## src/rtl/pipe_add_seg_if.sv

```systemverilog
// Operand/result handshake bundle for the segmented pipelined adder.
// Carries no state; timing is set entirely by the module on the slave side.
// Backpressure: in_ready/out_ready form a valid-ready pair on each side.
interface pipe_add_seg_if #(
   parameter int WIDTH = 8
);
   logic             in_valid;
   logic             in_ready;
   logic [WIDTH-1:0] a;
   logic [WIDTH-1:0] b;
   logic             cin;
   logic             out_valid;
   logic             out_ready;
   logic [WIDTH:0]   sum;
   logic             ovf;

   // Adder side: consumes operands, produces results.
   modport slave (
      input  in_valid, a, b, cin, out_ready,
      output in_ready, out_valid, sum, ovf
   );

   // Producer/consumer side: drives operands and result acceptance.
   modport master (
      output in_valid, a, b, cin, out_ready,
      input  in_ready, out_valid, sum, ovf
   );
endinterface

```

## src/rtl/pipe_add_seg.sv

```systemverilog
// Segmented pipelined adder: WIDTH-bit add split into STAGES ripple segments, carry registered between stages.
// Latency: STAGES cycles from accept to out_valid; throughput 1/cycle, bubbles are not collapsed.
// Backpressure: whole pipe freezes when out_valid && !out_ready; in_ready = !out_valid || out_ready.
module pipe_add_seg #(
   parameter int WIDTH  = 8,
   parameter int STAGES = 2,
   parameter int SIGNED = 0
) (
   input  logic          clk,
   input  logic          rst,
   pipe_add_seg_if.slave bus
);
   localparam int SEG  = WIDTH / STAGES;
   localparam int LAST = STAGES - 1;

   if ((STAGES < 1) || (STAGES > WIDTH) || ((WIDTH % STAGES) != 0)) begin : g_bad_cfg
      $error("pipe_add_seg: STAGES must divide WIDTH and lie in 1..WIDTH");
   end

   // Stage registers: valid, operand copies, partial result, segment carry-out.
   logic             vld_q [STAGES];
   logic [WIDTH-1:0] a_q   [STAGES];
   logic [WIDTH-1:0] b_q   [STAGES];
   logic [WIDTH-1:0] res_q [STAGES];
   logic             c_q   [STAGES];

   // What each stage sees at its input, and what it would capture.
   logic             pv    [STAGES];
   logic [WIDTH-1:0] pa    [STAGES];
   logic [WIDTH-1:0] pb    [STAGES];
   logic [WIDTH-1:0] pr    [STAGES];
   logic             pc    [STAGES];
   logic [WIDTH-1:0] res_n [STAGES];
   logic             c_n   [STAGES];

   logic en;
   logic cout, amsb, bmsb, rmsb;

   // Whole pipe advances together; a stalled result freezes every stage.
   assign en           = !vld_q[LAST] || bus.out_ready;
   assign bus.in_ready = en;

   // Stage k adds its segment with the carry from the stage before it.
   always_comb begin
      logic [SEG:0] seg;
      seg = '0;
      for (int k = 0; k < STAGES; k++) begin
         pv[k]    = 1'b0;
         pa[k]    = '0;
         pb[k]    = '0;
         pr[k]    = '0;
         pc[k]    = 1'b0;
         res_n[k] = '0;
         c_n[k]   = 1'b0;
      end
      pv[0] = bus.in_valid;
      pa[0] = bus.a;
      pb[0] = bus.b;
      pr[0] = '0;
      pc[0] = bus.cin;
      for (int k = 1; k < STAGES; k++) begin
         pv[k] = vld_q[k-1];
         pa[k] = a_q[k-1];
         pb[k] = b_q[k-1];
         pr[k] = res_q[k-1];
         pc[k] = c_q[k-1];
      end
      for (int k = 0; k < STAGES; k++) begin
         seg = {1'b0, pa[k][k*SEG +: SEG]} + {1'b0, pb[k][k*SEG +: SEG]} + {{SEG{1'b0}}, pc[k]};
         res_n[k] = pr[k];
         res_n[k][k*SEG +: SEG] = seg[SEG-1:0];
         c_n[k] = seg[SEG];
      end
   end

   // Valid bits shift on every advance; data only loads behind a valid, so
   // the output keeps its last result through bubbles.
   always_ff @(posedge clk or negedge rst) begin
      if (!rst) begin
         for (int k = 0; k < STAGES; k++) begin
            vld_q[k] <= 1'b0;
            a_q[k]   <= '0;
            b_q[k]   <= '0;
            res_q[k] <= '0;
            c_q[k]   <= 1'b0;
         end
      end else if (en) begin
         for (int k = 0; k < STAGES; k++) begin
            vld_q[k] <= pv[k];
            if (pv[k]) begin
               a_q[k]   <= pa[k];
               b_q[k]   <= pb[k];
               res_q[k] <= res_n[k];
               c_q[k]   <= c_n[k];
            end
         end
      end
   end

   // Carry into the MSB is recovered as a^b^result at that bit.
   assign cout = c_q[LAST];
   assign amsb = a_q[LAST][WIDTH-1];
   assign bmsb = b_q[LAST][WIDTH-1];
   assign rmsb = res_q[LAST][WIDTH-1];

   assign bus.out_valid = vld_q[LAST];
   assign bus.sum       = {(SIGNED != 0) ? (amsb ^ bmsb ^ cout) : cout, res_q[LAST]};
   assign bus.ovf       = (SIGNED != 0) ? (amsb ^ bmsb ^ rmsb ^ cout) : cout;
endmodule
```

## src/flat_wrapper.sv

```systemverilog
// flat-port wrapper written by rule: the top's interface ports become plain ports
module pipe_add_seg_flat 
#(
   parameter int WIDTH  = 8,
   parameter int STAGES = 2,
   parameter int SIGNED = 0
)
  (clk, rst, bus_in_valid, bus_a, bus_b, bus_cin, bus_out_ready, bus_in_ready, bus_out_valid, bus_sum, bus_ovf);
  pipe_add_seg_if #(.WIDTH(WIDTH)) bus_i ();
  input  logic clk;
  input  logic rst;
  input wire logic [$bits(bus_i.in_valid)-1:0] bus_in_valid;
  input wire logic [$bits(bus_i.a)-1:0] bus_a;
  input wire logic [$bits(bus_i.b)-1:0] bus_b;
  input wire logic [$bits(bus_i.cin)-1:0] bus_cin;
  input wire logic [$bits(bus_i.out_ready)-1:0] bus_out_ready;
  output wire logic [$bits(bus_i.in_ready)-1:0] bus_in_ready;
  output wire logic [$bits(bus_i.out_valid)-1:0] bus_out_valid;
  output wire logic [$bits(bus_i.sum)-1:0] bus_sum;
  output wire logic [$bits(bus_i.ovf)-1:0] bus_ovf;
  assign bus_i.in_valid = bus_in_valid;
  assign bus_i.a = bus_a;
  assign bus_i.b = bus_b;
  assign bus_i.cin = bus_cin;
  assign bus_i.out_ready = bus_out_ready;
  assign bus_in_ready = bus_i.in_ready;
  assign bus_out_valid = bus_i.out_valid;
  assign bus_sum = bus_i.sum;
  assign bus_ovf = bus_i.ovf;
  pipe_add_seg #(.WIDTH(WIDTH), .STAGES(STAGES), .SIGNED(SIGNED)) u_core (.clk(clk), .rst(rst), .bus(bus_i));
endmodule
```

## config.mk

```make
export PLATFORM = sky130hd
export DESIGN_NAME = pipe_add_seg_flat
export DESIGN_NICKNAME = d
export VERILOG_FILES = /design/src/rtl/pipe_add_seg_if.sv /design/src/rtl/pipe_add_seg.sv /design/src/flat_wrapper.sv
export SDC_FILE = /design/constraint.sdc
export NUM_CORES = 1
export LEC_CHECK = 0
export ABC_AREA = 1
export CAP_MARGIN = 20
export CELL_PAD_IN_SITES_DETAIL_PLACEMENT = 1
export CELL_PAD_IN_SITES_GLOBAL_PLACEMENT = 1
export CORE_AREA = 3 3 67 69
export CTS_CLUSTER_SIZE = 20
export DETAILED_ROUTE_END_ITERATION = 12
export DIE_AREA = 0 0 70 72
export HOLD_SLACK_MARGIN = 0.06
export PLACE_DENSITY = 0.75
export SETUP_SLACK_MARGIN = 0.5
export SYNTH_ARGS = -nofsm -noshare
export SYNTH_HDL_FRONTEND = slang
export SYNTH_SLANG_ARGS = --single-unit
```

## constraint.sdc

```tcl
create_clock -name clk -period 1.5 [get_ports clk]
set_input_delay 0.3 -clock clk [delete_from_list [all_inputs] [get_ports clk]]
set_output_delay 0.3 -clock clk [all_outputs]
set_load 0.02 [all_outputs]
```

# Word-level counts from Yosys, hierarchy flattened
# Cells that the tools add are included.
dict set report word_totals {
  elab_cells 16
  ff_bits 32
  inputBits 21
}
dict set report op_classes {
  n_addsub 4
  reduce_logical 4
}
# cell count
set ops {}
lappend ops {{4-bit by 4-bit adder with 5-bit output} 2}
lappend ops {{5-bit by 1-bit adder with 5-bit output} 2}
lappend ops {{2-bit AND reduction} 2}
lappend ops {{1-bit logical NOT} 1}
lappend ops {{1-bit logical OR} 1}

# Depth between registers and ports, before layout
# Gate-level depths: netlist of the first run.
dict set report logic_depth {
  ltp_word 3
  ltp_mapped 8
  depth_no_buf 8
}

# Worst setup path after synthesis of the first run
# Ideal clock, no wire load.
dict set report synth_timing {
  path_type {input to register}
  from {input port bus_cin}
  to {register u_core.res_q, in the netlist u_core.pr[2]}
  arrival_time_ns 1.378
  required_time_ns 1.374
  path_stages 7
  setup_slack_ns -0.004
  setup_time_ns 0.126
  n_path_buf 0
  cell_sequence {fa_1 -> inv_1 -> fa_1 -> inv_1 -> or2_2 -> nand3_1 -> o21ai_0}
}
dict set report synth_via {
  elab_chain_len 1
}
# element line_no
set synth_rtl {}
lappend synth_rtl {{from (decl)} flat_wrapper.sv:15} ;# input wire logic [$bits(bus_i.cin)-1:0] bus_cin;
lappend synth_rtl {{5-bit by 1-bit adder with 5-bit output} pipe_add_seg.sv:69} ;# seg = {1'b0, pa[k][k*SEG +: SEG]} + {1'b0, pb[k][k*SEG +: SEG]} + {{SEG{1'b0}}, pc[k]};
lappend synth_rtl {{to (signal, indexed assignment)} pipe_add_seg.sv:93} ;# res_q[k] <= res_n[k];
lappend synth_rtl {{to (decl)} pipe_add_seg.sv:24} ;# logic [WIDTH-1:0] res_q [STAGES];
# Every way passes these cells.
# A chain may end at the register's enable or synchronous reset.

# Worst setup path in the final report of the first run
dict set report layout_timing {
  from {register u_core.c_q[1] (netlist bit)}
  to {register u_core.res_q, in the netlist u_core.bus.sum[5]}
}
dict set report layout_via {
  elab_chain_len 1
}
# element line_no
set layout_rtl {}
lappend layout_rtl {{from (decl)} pipe_add_seg.sv:25} ;# logic c_q [STAGES];
lappend layout_rtl {{from (signal, indexed assignment)} pipe_add_seg.sv:94} ;# c_q[k] <= c_n[k];
lappend layout_rtl {{5-bit by 1-bit adder with 5-bit output} pipe_add_seg.sv:69}
# Every way passes these cells.

==> summary.txt, run 1 <==
Finish
  • Commonest cells after routing, fill and taps aside: nand2_1, dfrtp_1, nand2_2
  • Share of layout cells above drive strength 1: between 50 and 60%
  • Commonest non-fill, non-tap cell in the layout: nand2_1
  • Final core utilization: between 50 and 60%
  • Fin area: roughly 2200 um^2
  • Layout area overhead: 72.9%
  • # fillers: 444
  • Antenna diodes: 0
  • Layout Nets: 230

STA
  • Final min period: 1550 ps
  • Unrepaired setup endpoints after global routing: yes
  • Final hold vios: 0
  • Hold WS: approximately 380 ps
  • Max Slew Vio Count: 0
  • Slew margin rel.: roughly 80%
  • # setup viols final: 2
  • Fmax: 646 MHz
  • Max Clock Skew: 10.9 ps
  • Final setup TNS: -95.6 ps
  • Worst slew pin tran: about 300 ps
  • Final WS setup: -48.4 ps
  • Tcrit/Tclk final: 103%

Floorplanning
  • Row cnt: 23
  • Die Width: about 70 um
  • Core area: just under 4000 um^2
  • Starting density of the core: approximately a third
  • Area of the die: slightly above 5000 um^2
  • Ports: 33
  • Chip height: around 72 um

Drt
  • First DRT Iteration DRCs: 34
  • Pre-Repair DR Iteration Count: 6
  • Routed Antenna Nets: 0
  • Total number of vias: approximately 1100
  • Via-to-Cell Ratio: between 4 and 5
  • DR WL/cell: 15.7 um
  • DRC Markers: 0
  • Final WL: about 3900 um

Logic synthesis
  • Largest family of logic cells by synthesized area: simple AND/OR/NAND/NOR gates
  • Count of cell types in the netlist: 18
  • Avg Synthesized Cell Area: approximately 8.9 um^2
  • Synth Area in XOR/XNOR: less than 1%
  • Syn_nets: approximately 170
  • Cells after Synth: between 100 and 150
  • Sequential share of the synthesized area: a little under half
  • Complex-gate fraction of the synthesized area: 5.68%
  • Primary FF master, synth: dfrtp_1
  • Multiplexer share of the synthesized area: 0%
  • Simple-gate share of the synthesized area: between 20% and 30%
  • Largest cells by area after synthesis: dfrtp_1, nand2_1, fa_1
  • YS warnings: 0
  • Post-Syn Area: 1250 um^2
  • Top-area cell type share of the netlist area: a little under half
  • Post-synth top area cell: dfrtp_1
  • Fraction of registers with async set/reset: 100%
  • #FFs+latches synth: 24
  • Adder-Cell Fraction of Synth Area: 12.4%
  • Number of synthesized flops with an enable pin: 0

Global routing
  • Vias in the first global route: 1239
  • Pin count of the biggest net entering global routing: 25
  • Gr ovfl total: 0
  • First-pass GRT wire length: 5780 um
  • Initial antenna violation count: 0
  • GRT Total Usage: 14.6%

Clock network
  • CTS tree: yes
  • Clock transition at the registers of the reported paths: approximately 90 ps
  • H-tree Lvls: 1
  • CTS sink count: 24
  • Skew-Pair Late Insertion Delay: 280 ps
  • Hold_buf cts: 0
  • CTS Buf Count: 3
  • Clk root buf: clkbuf_8
  • Longest Clk Path Bufs: 2

Pwr
  • Switching Share: between 30% and 40%
  • Clock group share of total power: approximately 16%
  • Seq pwr share: 34.3%
  • Final Power: 2830 uW
  • Internal power: about 1800 uW
  • NetSw: between 1000 and 1500 uW
  • Pwr dens: 1300 nW/um^2
  • Static leakage: ~0.0011 uW
  • Peak VDD IR: 0.356 mV
  • Power share of the combinational group: roughly 50%

Critical path
  • CP Capture Type: flop
  • Reg2reg path depth: 4
  • Crit path arrival time: 1750 ps
  • Crit Path Category: reg2reg
  • Critical path launch point type: flop
  • Worst-path fanout max: 2
  • R2r setup slk: -50 ps
  • Crit path required time: about 1700 ps

Min path
  • Hold Crit Class: in2async

Place
  • Hpwl dp: about 2400 um
  • Routability congestion estimate: 0.784
  • I/O Buffers: 32
  • Area of placed instances: roughly 1700 um^2

Run status
  • Failing checks: negative setup slack
  • Outcome: complete, but fails checks

Run
  • Max-Cap Viols: 0
[kinds of logic (layout without fill, tap and decap cells)]
logic type	count (synthesis)	in the layout
xor gates and xnor gates	1	1
AOI/OAI and AO/OA	12	12
adders and majority gates	10	10
buffers and inverters	21	78
DFF	24	24
and+or+nand+nor	73	73
[stage by stage]
step | setup slack (ps) | instances
detailed placement | -433 | 226
floorplan | 73.2 | 141
CTS | -9.60 | 240
global placement | -388 | 226
finish | -48.4 | 248
global route | -110 | 248
[cell usage after synthesis, types with 2 or more instances]
| cell type | n |
|---|---|
| dfrtp_1 | 24 |
| inv_2 | 2 |
| o21ai_0 | 5 |
| ha_1 | 6 |
| or2_2 | 2 |
| nand3_1 | 8 |
| fa_1 | 4 |
| inv_1 | 15 |
| a21oi_1 | 3 |
| buf_6 | 3 |
| nor2_4 | 3 |
| nand2_1 | 58 |
| o21ai_2 | 3 |
[power groups by stage]
stage | clock, uW | sequential, uW | combinational [uW]
2_1_floorplan | 0 | 1040 | 427
3_3_place_gp | 0 | 920 | 925
3_5_place_dp | 0 | 932 | 961
4_1_cts | 454 | 957 | 1190
5_1_grt | 492 | 985 | 1520
6_report | 452 | 969 | 1410
[critical path: stages, from the launching register on]
cell	delay, ps
dfrtp_1	420
fa_2	430
inv_2	80
fa_2	430
o21ai_2	120
[repair_timing]
item,in CTS,in global routing
endpoints found under the setup margin,35,35
resized for setup,133,29
buffers inserted,8,8
endpoints found under the hold margin,0,0
pin swaps,19,7
gates cloned,2,0
[state kept, by name, summed over array words and instances (netlist names)]
| name | flops |
|---|---|
| u_core.a_q | 4 |
| u_core.pv | 1 |
| u_core.bus.sum | 8 |
| u_core.bus.ovf | 1 |
| u_core.pr | 4 |
| u_core.b_q | 4 |
| u_core.c_q | 1 |
| u_core.bus.out_valid | 1 |
[final timing paths]
check / start / end
worst min register to register: u_core.bus.sum[7] / u_core.bus.sum[7]
worst min-delay path: rst / u_core.bus.sum[7]
min in group clk: bus_cin / u_core.pr[0]
worst max-delay path: u_core.c_q[1] / u_core.bus.sum[5]
max in group asynchronous: rst / u_core.bus.out_valid
worst max register to register: u_core.c_q[1] / u_core.bus.sum[5]
[per-layer routing]
layer	wire length [um]	global-route usage, %	share of wire [%]	vias up
met4	68	8.09	1.8	0
met1	1510	15.4	39	544
li1	-	-	-	545
met2	2180	27.9	56	27
met3	123	1.94	3.2	6
met5	0	0	0	-
[layout make-up]
type                            instances  area, um^2  area share (%)
Multi-Input combinational cell         96         782            36.0
Tap cell                               50        62.6            2.88
Inverter                               17        83.8            3.86
Clock buffer                            4        55.1            2.54
Sequential cell                        24         602            27.7
Timing Repair inverter                  1        16.3           0.750
Timing Repair Buffer                   56         568            26.2
Power figures use the tool's default switching activity.
==> inputs of run 2 (changes only) <==
--- a/config.mk
+++ b/config.mk
@@ -10,7 +10,7 @@
 export CELL_PAD_IN_SITES_DETAIL_PLACEMENT = 1
 export CELL_PAD_IN_SITES_GLOBAL_PLACEMENT = 1
 export CORE_AREA = 3 3 67 69
-export CTS_CLUSTER_SIZE = 20
+export CTS_CLUSTER_SIZE = 12
 export DETAILED_ROUTE_END_ITERATION = 12
 export DIE_AREA = 0 0 70 72
 export HOLD_SLACK_MARGIN = 0.06
==> results of run 2 <==
Final layout, timing and power as in run 1 (identical DEF).
==> inputs of run 3 (changes only) <==
--- a/config.mk
+++ b/config.mk
@@ -15,7 +15,7 @@
 export DIE_AREA = 0 0 70 72
 export HOLD_SLACK_MARGIN = 0.06
 export PLACE_DENSITY = 0.75
-export SETUP_SLACK_MARGIN = 0.5
+export SETUP_SLACK_MARGIN = 0.4
 export SYNTH_ARGS = -nofsm -noshare
 export SYNTH_HDL_FRONTEND = slang
 export SYNTH_SLANG_ARGS = --single-unit
==> run 3 against run 2 <==
  * The flow still finishes with violations (negative setup slack)
  * Total power fell by 4.4%
  * Clock power fell by 14%
  * Critical path depth did not move
  * Wire length fell by 6.2%
  * Register-to-register slack improved by 20 ps
  * Combinational power fell by 4%
  * First-iteration DRC count fell by 32%
  * Highest routed layer unchanged
==> summary.txt, run 3 (synthesis results as in run 1) <==
Run status
  • Outcome: complete, but fails checks
  • Failing checks: negative setup slack

Place
  • Area of placed instances: 1690 um^2
  • Routability congestion estimate: about 0.78
  • Dpl ws: -432 ps
  • I/O Buffers: 32
  • Hpwl dp: 2320 um

Finish
  • Layout area overhead: 67.9%
  • Fin area: roughly 2100 um^2
  • Commonest cells after routing, fill and taps aside: nand2_1, dfrtp_1, buf_6
  • Share of layout cells above drive strength 1: between 50 and 60%
  • Antenna diodes: 0
  • Largest register FFs: 8
  • # fillers: ~440
  • Layout Nets: 228
  • Commonest non-fill, non-tap cell in the layout: nand2_1

Pwr
  • Pwr dens: approximately 1300 nW/um^2
  • Peak VDD IR: 0.387 mV
  • Static leakage: between 0.001 and 0.0015 uW

STA
  • Final min period: 1530 ps
  • Max Clock Skew: 6.71 ps
  • Final WS setup: -31.9 ps
  • Max Slew Vio Count: 0
  • Final hold vios: 0
  • Fmax: 653 MHz
  • Slew margin rel.: between 80% and 90%
  • Final setup TNS: -31.9 ps
  • # setup viols final: 1
  • Unrepaired setup endpoints after global routing: yes
  • Tcrit/Tclk final: 102%
  • Worst slew pin tran: 297 ps

Run
  • Max-Cap Viols: 0

Global routing
  • First-pass GRT wire length: around 5500 um
  • Vias in the first global route: 1222
  • Initial antenna violation count: 0
  • Pin count of the biggest net entering global routing: 25
  • Gr ovfl total: 0
  • GRT Total Usage: 13.8%

Drt
  • Via-to-Cell Ratio: between 4 and 5
  • DR WL/cell: 14.8 um
  • Pre-Repair DR Iteration Count: 4
  • Total number of vias: around 1100
  • Final WL: 3640 um
  • First DRT Iteration DRCs: 23
  • Routed Antenna Nets: 0
  • DRC Markers: 0

Critical path
  • Crit Path Category: reg2reg
  • Reg-to-Reg Start: u_core.b_q[12]
  • R2r setup slk: -30 ps
  • Crit path required time: about 1700 ps
  • Crit path arrival time: 1730 ps
  • Reg2reg path depth: 4
  • RR Endpoint: u_core.bus.sum[5]
  • CP Capture Type: flop
  • Worst-path fanout max: 2
  • Critical path launch point type: flop

Clock network
  • Longest Clk Path Bufs: 2
  • CTS sink count: 24
  • H-tree Lvls: 1
  • Skew-Pair Late Insertion Delay: between 200 and 300 ps
  • Clock transition at the registers of the reported paths: around 80 ps
  • CTS Buf Count: 3
  • Clk root buf: clkbuf_8
  • CTS tree: yes

Floorplanning
  • Starting density of the core: between 30% and 40%
  • Area of the die: 5040 um^2
  • Die Width: roughly 70 um
  • Ports: 33
  • Core area: roughly 4000 um^2
  • Row cnt: 23
  • Chip height: between 70 and 80 um

Min path
  • Hold Crit Class: in2async
run 3: worst max path at each step:
stage	startpoint	end	slack, ps
2_1_floorplan	u_core.a_q[12]	u_core.bus.sum[5]	70
3_3_place_gp	bus_a[0]	u_core.pr[2]	-390
3_5_place_dp	bus_a[0]	u_core.pr[2]	-430
4_1_cts	u_core.c_q[1]	u_core.bus.sum[5]	10
5_1_grt	u_core.b_q[12]	u_core.bus.ovf	-70
6_report	u_core.b_q[12]	u_core.bus.sum[5]	-30
run 3: final cells by class:
cell class              count  area (um^2)  share of cell area (%)
clock buffers               4         45.0                    2.14
inverters                  17         73.8                    3.50
multi-input cells          96          763                    36.2
flip-flops and latches     24          602                    28.6
well taps                  50         62.6                    2.97
repair buffers             55          561                    26.6
run 3: where the power goes:
| group | internal [uW] | leakage [uW] | switching, uW | total [uW] |
|---|---|---|---|---|
| Sequential | 817 | 0.000295 | 145 | 962 |
| Clock | 190 | 0.0000228 | 200 | 389 |
| Combinational | 711 | 0.000727 | 639 | 1350 |
run 3: timing repair:
action / CTS / global route
buffers inserted: 10 / 5
pin swaps: 17 / 12
resized for setup: 109 / 41
hold buffers: 0 / 0
hold endpoints to repair: 0 / 0
gates cloned: 1 / 0
setup endpoints to repair: 35 / 35
run 3: worst max-delay path, cell delays in order, from the launching register on:
cell     delay, ps
dfrtp_1        420
fa_2           430
inv_2           70
fa_2           430
o21ai_2        110
run 3: routing by layer:
layer  track usage [%]  wire (um)  vias to the layer above
met3              1.66        114                        9
met1              15.0       1310                      530
met5                 0          0                        -
li1                  -          -                      541
met2              26.2       2110                       29
met4              7.02        112                        0
run 3: metrics by stage:
| stage | util (%) | power, uW | instances | hold slack, ps |
|---|---|---|---|---|
| after floorplan | - | 1470 | 141 | 4.41 |
| after global placement | 42.6 | 1840 | 226 | 458 |
| after detailed placement | 42.6 | 1880 | 226 | 469 |
| after CTS | 48.9 | 2480 | 241 | 410 |
| after global routing | 53.1 | 2880 | 246 | 440 |
| final | 53.1 | 2700 | 246 | 399 |
